**src/rtl/l2_mshr_sched_pkg.sv**
```systemverilog
`default_nettype none
// ============================================================================
// Module      : l2_mshr_sched_pkg
// Description : Shared constants and helpers for the L2 MSHR scheduler.
//               Provides the default MSHR pool size and an index-width helper.
// Revision    : 1.0 - initial release
// ============================================================================
package l2_mshr_sched_pkg;

    // Default number of MSHR entries in the L2 pool.
    localparam int unsigned c_NUM_MSHR_DEF = 4;

    // Width of an index that addresses n entries; never narrower than one bit.
    function automatic int unsigned idx_width(input int unsigned n);
        return (n > 1) ? $clog2(n) : 1;
    endfunction

endpackage : l2_mshr_sched_pkg
`default_nettype wire

```
**src/rtl/l2_rr_arb.sv**
```systemverilog
`default_nettype none
// ============================================================================
// Module      : l2_rr_arb
// Description : Round-robin arbiter with a grant lock. Search begins at the
//               round-robin pointer. While the selected request waits for
//               ready, the selection is frozen until it is accepted.
// Ports       : clk, rst_n        clock, async active-low reset
//               req_i   [N]       request vector (already masked by caller)
//               ready_i           downstream ready
//               valid_o           selected request is asserted
//               idx_o   [IDX_W]   selected request index
//               gnt_o   [N]       one-hot grant (ready & valid)
// Revision    : 1.0 - initial release
// ============================================================================
module l2_rr_arb
    import l2_mshr_sched_pkg::*;
#(
    parameter int unsigned NUM_REQ = c_NUM_MSHR_DEF,
    parameter int unsigned IDX_W   = idx_width(NUM_REQ)
) (
    input  logic               clk,
    input  logic               rst_n,
    input  logic [NUM_REQ-1:0] req_i,
    input  logic               ready_i,
    output logic               valid_o,
    output logic [IDX_W-1:0]   idx_o,
    output logic [NUM_REQ-1:0] gnt_o
);

    logic [IDX_W-1:0] r_ptr;
    logic             r_lock;
    logic [IDX_W-1:0] r_held;

    logic [IDX_W-1:0] w_pick;
    logic             w_found;
    logic             w_fire;

    // Rotating search from r_ptr. NUM_REQ is a power of two, so the index
    // addition wraps naturally in IDX_W bits.
    always_comb begin
        logic [IDX_W-1:0] w_cand;
        w_pick  = '0;
        w_found = 1'b0;
        w_cand  = '0;
        for (int k = 0; k < NUM_REQ; k++) begin
            w_cand = r_ptr + IDX_W'(k);
            if (!w_found && req_i[w_cand]) begin
                w_found = 1'b1;
                w_pick  = w_cand;
            end
        end
    end

    // A locked selection stays put; its valid follows the held requester.
    assign valid_o = r_lock ? req_i[r_held] : w_found;
    assign idx_o   = r_lock ? r_held : w_pick;
    assign w_fire  = valid_o & ready_i;

    always_comb begin
        gnt_o = '0;
        if (w_fire) begin
            gnt_o[idx_o] = 1'b1;
        end
    end

    always_ff @(posedge clk or negedge rst_n) begin
        if (!rst_n) begin
            r_ptr  <= '0;
            r_lock <= 1'b0;
            r_held <= '0;
        end else if (w_fire) begin
            r_ptr  <= idx_o + IDX_W'(1);
            r_lock <= 1'b0;
        end else if (valid_o) begin
            r_lock <= 1'b1;
            r_held <= idx_o;
        end
    end

endmodule : l2_rr_arb
`default_nettype wire

```
**src/rtl/l2_mshr_sched.sv**
```systemverilog
`default_nettype none
// ============================================================================
// Module      : l2_mshr_sched
// Description : L2 MSHR pool owner. Allocates the lowest free entry to each
//               miss, arbitrates per-entry refill (a) and core-response (d)
//               requests onto single channels, and frees an entry when its d
//               response is accepted.
// Ports       : clk, rst_n                 clock, async active-low reset
//               alloc_req_i / alloc_ready_o / alloc_idx_o / alloc_vec_o
//                                          allocation handshake and strobe
//               mshr_valid_o               entry-occupied bits
//               a_req_i/a_gnt_o/a_valid_o/a_ready_i/a_idx_o   a channel
//               d_req_i/d_gnt_o/d_valid_o/d_ready_i/d_idx_o   d channel
//               count_o, full_o, empty_o   occupancy status
// Revision    : 1.0 - initial release
// ============================================================================
module l2_mshr_sched
    import l2_mshr_sched_pkg::*;
#(
    parameter int unsigned NUM_MSHR = c_NUM_MSHR_DEF,
    parameter int unsigned IDX_W    = idx_width(NUM_MSHR)
) (
    input  logic                clk,
    input  logic                rst_n,
    input  logic                alloc_req_i,
    output logic                alloc_ready_o,
    output logic [IDX_W-1:0]    alloc_idx_o,
    output logic [NUM_MSHR-1:0] alloc_vec_o,
    output logic [NUM_MSHR-1:0] mshr_valid_o,
    input  logic [NUM_MSHR-1:0] a_req_i,
    output logic [NUM_MSHR-1:0] a_gnt_o,
    output logic                a_valid_o,
    input  logic                a_ready_i,
    output logic [IDX_W-1:0]    a_idx_o,
    input  logic [NUM_MSHR-1:0] d_req_i,
    output logic [NUM_MSHR-1:0] d_gnt_o,
    output logic                d_valid_o,
    input  logic                d_ready_i,
    output logic [IDX_W-1:0]    d_idx_o,
    output logic [IDX_W:0]      count_o,
    output logic                full_o,
    output logic                empty_o
);

    logic [NUM_MSHR-1:0] r_valid;
    logic [IDX_W:0]      r_count;

    logic [IDX_W-1:0]    w_free_idx;
    logic                w_any_free;
    logic                w_alloc_fire;
    logic                w_d_fire;
    logic [NUM_MSHR-1:0] w_clr_vec;

    // Lowest free entry, from registered valid bits only: an entry released
    // this cycle is still marked valid here, so it is not handed out until
    // the following cycle.
    always_comb begin
        w_free_idx = '0;
        w_any_free = 1'b0;
        for (int i = NUM_MSHR - 1; i >= 0; i--) begin
            if (!r_valid[i]) begin
                w_free_idx = IDX_W'(i);
                w_any_free = 1'b1;
            end
        end
    end

    assign alloc_ready_o = w_any_free;
    assign alloc_idx_o   = w_free_idx;
    assign w_alloc_fire  = alloc_req_i & w_any_free;

    always_comb begin
        alloc_vec_o = '0;
        if (w_alloc_fire) begin
            alloc_vec_o[w_free_idx] = 1'b1;
        end
    end

    // Requests from unoccupied entries are ignored by both arbiters.
    l2_rr_arb #(
        .NUM_REQ (NUM_MSHR),
        .IDX_W   (IDX_W)
    ) u_arb_a (
        .clk     (clk),
        .rst_n   (rst_n),
        .req_i   (a_req_i & r_valid),
        .ready_i (a_ready_i),
        .valid_o (a_valid_o),
        .idx_o   (a_idx_o),
        .gnt_o   (a_gnt_o)
    );

    l2_rr_arb #(
        .NUM_REQ (NUM_MSHR),
        .IDX_W   (IDX_W)
    ) u_arb_d (
        .clk     (clk),
        .rst_n   (rst_n),
        .req_i   (d_req_i & r_valid),
        .ready_i (d_ready_i),
        .valid_o (d_valid_o),
        .idx_o   (d_idx_o),
        .gnt_o   (d_gnt_o)
    );

    assign w_d_fire  = d_valid_o & d_ready_i;
    assign w_clr_vec = d_gnt_o;

    // Allocation always targets a free entry and release a valid one, so the
    // set and clear vectors never overlap.
    always_ff @(posedge clk or negedge rst_n) begin
        if (!rst_n) begin
            r_valid <= '0;
            r_count <= '0;
        end else begin
            r_valid <= (r_valid | alloc_vec_o) & ~w_clr_vec;
            case ({w_alloc_fire, w_d_fire})
                2'b10:   r_count <= r_count + (IDX_W+1)'(1);
                2'b01:   r_count <= r_count - (IDX_W+1)'(1);
                default: r_count <= r_count;
            endcase
        end
    end

    assign mshr_valid_o = r_valid;
    assign count_o      = r_count;
    assign full_o       = (r_count == (IDX_W+1)'(NUM_MSHR));
    assign empty_o      = (r_count == '0);

    a_d_fire_valid : assert property (@(posedge clk) disable iff (!rst_n)
        w_d_fire |-> r_valid[d_idx_o]);
    a_alloc_onehot : assert property (@(posedge clk) disable iff (!rst_n)
        $onehot0(alloc_vec_o));
    a_agnt_onehot : assert property (@(posedge clk) disable iff (!rst_n)
        $onehot0(a_gnt_o));
    a_dgnt_onehot : assert property (@(posedge clk) disable iff (!rst_n)
        $onehot0(d_gnt_o));
    a_cnt_no_over : assert property (@(posedge clk) disable iff (!rst_n)
        !(full_o && w_alloc_fire && !w_d_fire));
    a_cnt_no_under : assert property (@(posedge clk) disable iff (!rst_n)
        !(empty_o && w_d_fire && !w_alloc_fire));

endmodule : l2_mshr_sched
`default_nettype wire

```
**config.mk**
```make
export PLATFORM = sky130hd
export DESIGN_NAME = l2_mshr_sched
export DESIGN_NICKNAME = d
export VERILOG_FILES = /design/src/rtl/l2_mshr_sched_pkg.sv /design/src/rtl/l2_rr_arb.sv /design/src/rtl/l2_mshr_sched.sv
export SDC_FILE = /design/constraint.sdc
export NUM_CORES = 1
export LEC_CHECK = 0
export ABC_AREA = 1
export CORE_MARGIN = 2
export CORE_UTILIZATION = 35
export CTS_CLUSTER_DIAMETER = 60
export DETAILED_ROUTE_END_ITERATION = 16
export HOLD_SLACK_MARGIN = 0.02
export SKIP_CTS_REPAIR_TIMING = 1
export SYNTH_ARGS = -nofsm -noshare
export SYNTH_HDL_FRONTEND = slang
export SYNTH_SLANG_ARGS = --single-unit
export TNS_END_PERCENT = 30
```
**constraint.sdc**
```tcl
create_clock -name clk -period 2.1 [get_ports clk]
set_input_delay 0.525 -clock clk [delete_from_list [all_inputs] [get_ports clk]]
set_output_delay 0.525 -clock clk [all_outputs]
set_load 0.1 [all_outputs]
```
==> metrics <==
# rows 25; # port buffers 42; DR top layer met4; syn_nets 289; Synth area leader dfrtp_1; Async S/R FF share, synth 100%; Sink Count 17; clock slew at reported path FFs 0.07 ns; Ports 43; post-synth cell types 34; GRT Overall Usage 17.8%; Post-synth EDFFs 0; clk buf depth 2; slew margin rel. 81.0%; R2R depth 16; fill cell count 366; setup ws final -0.638 ns; Area growth syn-to-layout 102%; multi-input logic area 1500 um^2; dpl hpwl 3960 um; final hold slack 0.490 ns; GP Congestion 0.816; Slew @ Worst Pin 0.285 ns; share of cells above drive strength 1 60.3%; Hold Path Cell Cnt 2; n_diodes 0; critical path type flip-flop to primary output; Slew Limit Fails 0; crit end category primary output; Layout Nets 397; FF/Latch Area 440 um^2; clk root buf clkbuf_8; synthesized flop and latch total 17; Routed WL per cell 11.9 um; Worst EP arrival 2.21 ns; CP startpoint kind flip-flop; CTS tree built; die area 5560 um^2; Worst Path Required 1.57 ns; max_cap viols 0; die width 74.6 um; post-synthesis sequential area ratio 24.4%; Critical Path Fanout Max 6; TritonCTS buffer count 3; Finish-stage setup viols 19; die height 74.6 um; Setup Skew 0.000870 ns; Tcrit/Tclk final 130%; vias in the first global route 1859; Final Critical Period 2.74 ns; met2 wire len 2820 um; Synth Flop Type dfrtp_1; Initial Utilization 36.7%; largest net degree at the start of global routing 18; Worst-Skew Late Latency 0.25 ns; final hold vios 0; Metal-1 WL 2180 um; top cells by area, synth dfrtp_1 24%, nand2_1 19%, inv_1 8.0%, nand2_2 7.2%, ha_1 6.5%; Routed Antenna Nets 0; TritonRoute pass-1 iters 4; # DRC 0; number of H-tree levels 1; synth warn 0; first-pass GRT wire length 7800 um; status complete, but fails checks; top post-synthesis cells by count 90 x nand2_1, 37 x inv_1, 20 x nand2_2, 20 x nand3_1, 19 x nor2_1; Post-Syn Instances 266; Post-Syn Area 1740 um^2; syn avg cell area 6.55 um^2; via count 1996; antenna violations before repair 0; Hold WC Path Type flip-flop to flip-flop; Core ar. 4750 um^2; DRT iter0 DRCs 51; final wirelength 5220 um; Via-to-Cell Ratio 4.54; Met3 Routed Length 183 um; most frequent cell after synthesis nand2_1; RSZ-0062 raised after global routing true; failing checks negative setup slack; Remaining Overflow, GRT 0; post-synth top area share 24.4%; highest clock rate 365 MHz
[worst max-delay path, cell delays in order (launching register included)]
cell	delay [ns]
dfrtp_4	0.52
nand2_4	0.11
nand2_2	0.07
nand2_2	0.08
nand2_2	0.06
nand2_4	0.10
nand2_2	0.06
a21oi_2	0.14
nand2_2	0.11
nand2_8	0.10
inv_2	0.06
ha_2	0.20
nand2_4	0.07
clkinvlp_4	0.09
buf_12	0.17
[logic make-up after synthesis]
kind of cell / synth area share [%]
simple gates: 47.0
flops: 24.4
xor+xnor: 1.01
fa+ha+maj: 7.61
buf+inv: 12.3
compound gates: 7.61
[flip-flops by register name, summed over array words and instances (netlist names)]
signal          flops
u_arb_a.r_held      2
u_arb_a.r_ptr       2
count_o             3
mshr_valid_o        4
u_arb_d.r_held      2
u_arb_d.r_ptr       2
u_arb_d.r_lock      1
u_arb_a.r_lock      1
[final cells by class]
type	instances	area share, %
Timing Repair Buffer	107	35.5
Inverter	43	5.72
Tap cell	67	2.38
Clock buffer	4	1.28
Sequential cell	17	12.5
Multi-Input combinational cell	202	42.7
[placed cells by master (no fill, tap or decap), types with 7 or more instances in the layout]
cell type       count
buf_4              63
nand2_1            59
nand2_2            37
buf_12             31
inv_1              25
nand2_4            15
nand3_2            14
nand3_1            11
dfrtp_1            11
nor2_1             10
inv_2               9
dlymetal6s2s_1      8
ha_4                7
[per-stage QoR]
| stage | area, um^2 | util (%) | cells | TNS, ns | setup slack [ns] |
|---|---|---|---|---|---|
| 2_1_floorplan | 1940 | - | 266 | -16.22 | -1.04 |
| 3_5_place_dp | 3100 | 65.1 | 426 | -15.69 | -0.903 |
| 4_1_cts | 3140 | 66.1 | 430 | -12.55 | -0.918 |
| 5_1_grt | 3520 | 74.1 | 440 | -10.45 | -0.760 |
| 3_3_place_gp | 3100 | 65.1 | 426 | -14.91 | -0.881 |
| 6_report | 3520 | 74.1 | 440 | -8.16 | -0.638 |
[layer usage]
layer | vias up | track usage [%]
li1 | 1038 | -
met1 | 926 | 21.1
met2 | 28 | 33.5
met3 | 4 | 3.66
met4 | 0 | 2.58
met5 | - | 0
[path summary, 6_finish.rpt]
path                                          end               from  slack, ns
worst min-delay path            u_arb_a.r_held[1]  u_arb_a.r_held[1]       0.49
worst max register to register         count_o[2]   u_arb_d.r_ptr[0]      -0.33
max in group asynchronous         mshr_valid_o[2]              rst_n       1.28
worst min register to register  u_arb_a.r_held[1]  u_arb_a.r_held[1]       0.49
worst max-delay path                   d_gnt_o[0]    mshr_valid_o[3]      -0.64
min in group asynchronous        u_arb_d.r_ptr[1]              rst_n       0.60
Power is left out: the tool's default activity adds up to more than one toggle a clock period on the data nets, which glitch-free logic cannot reach.
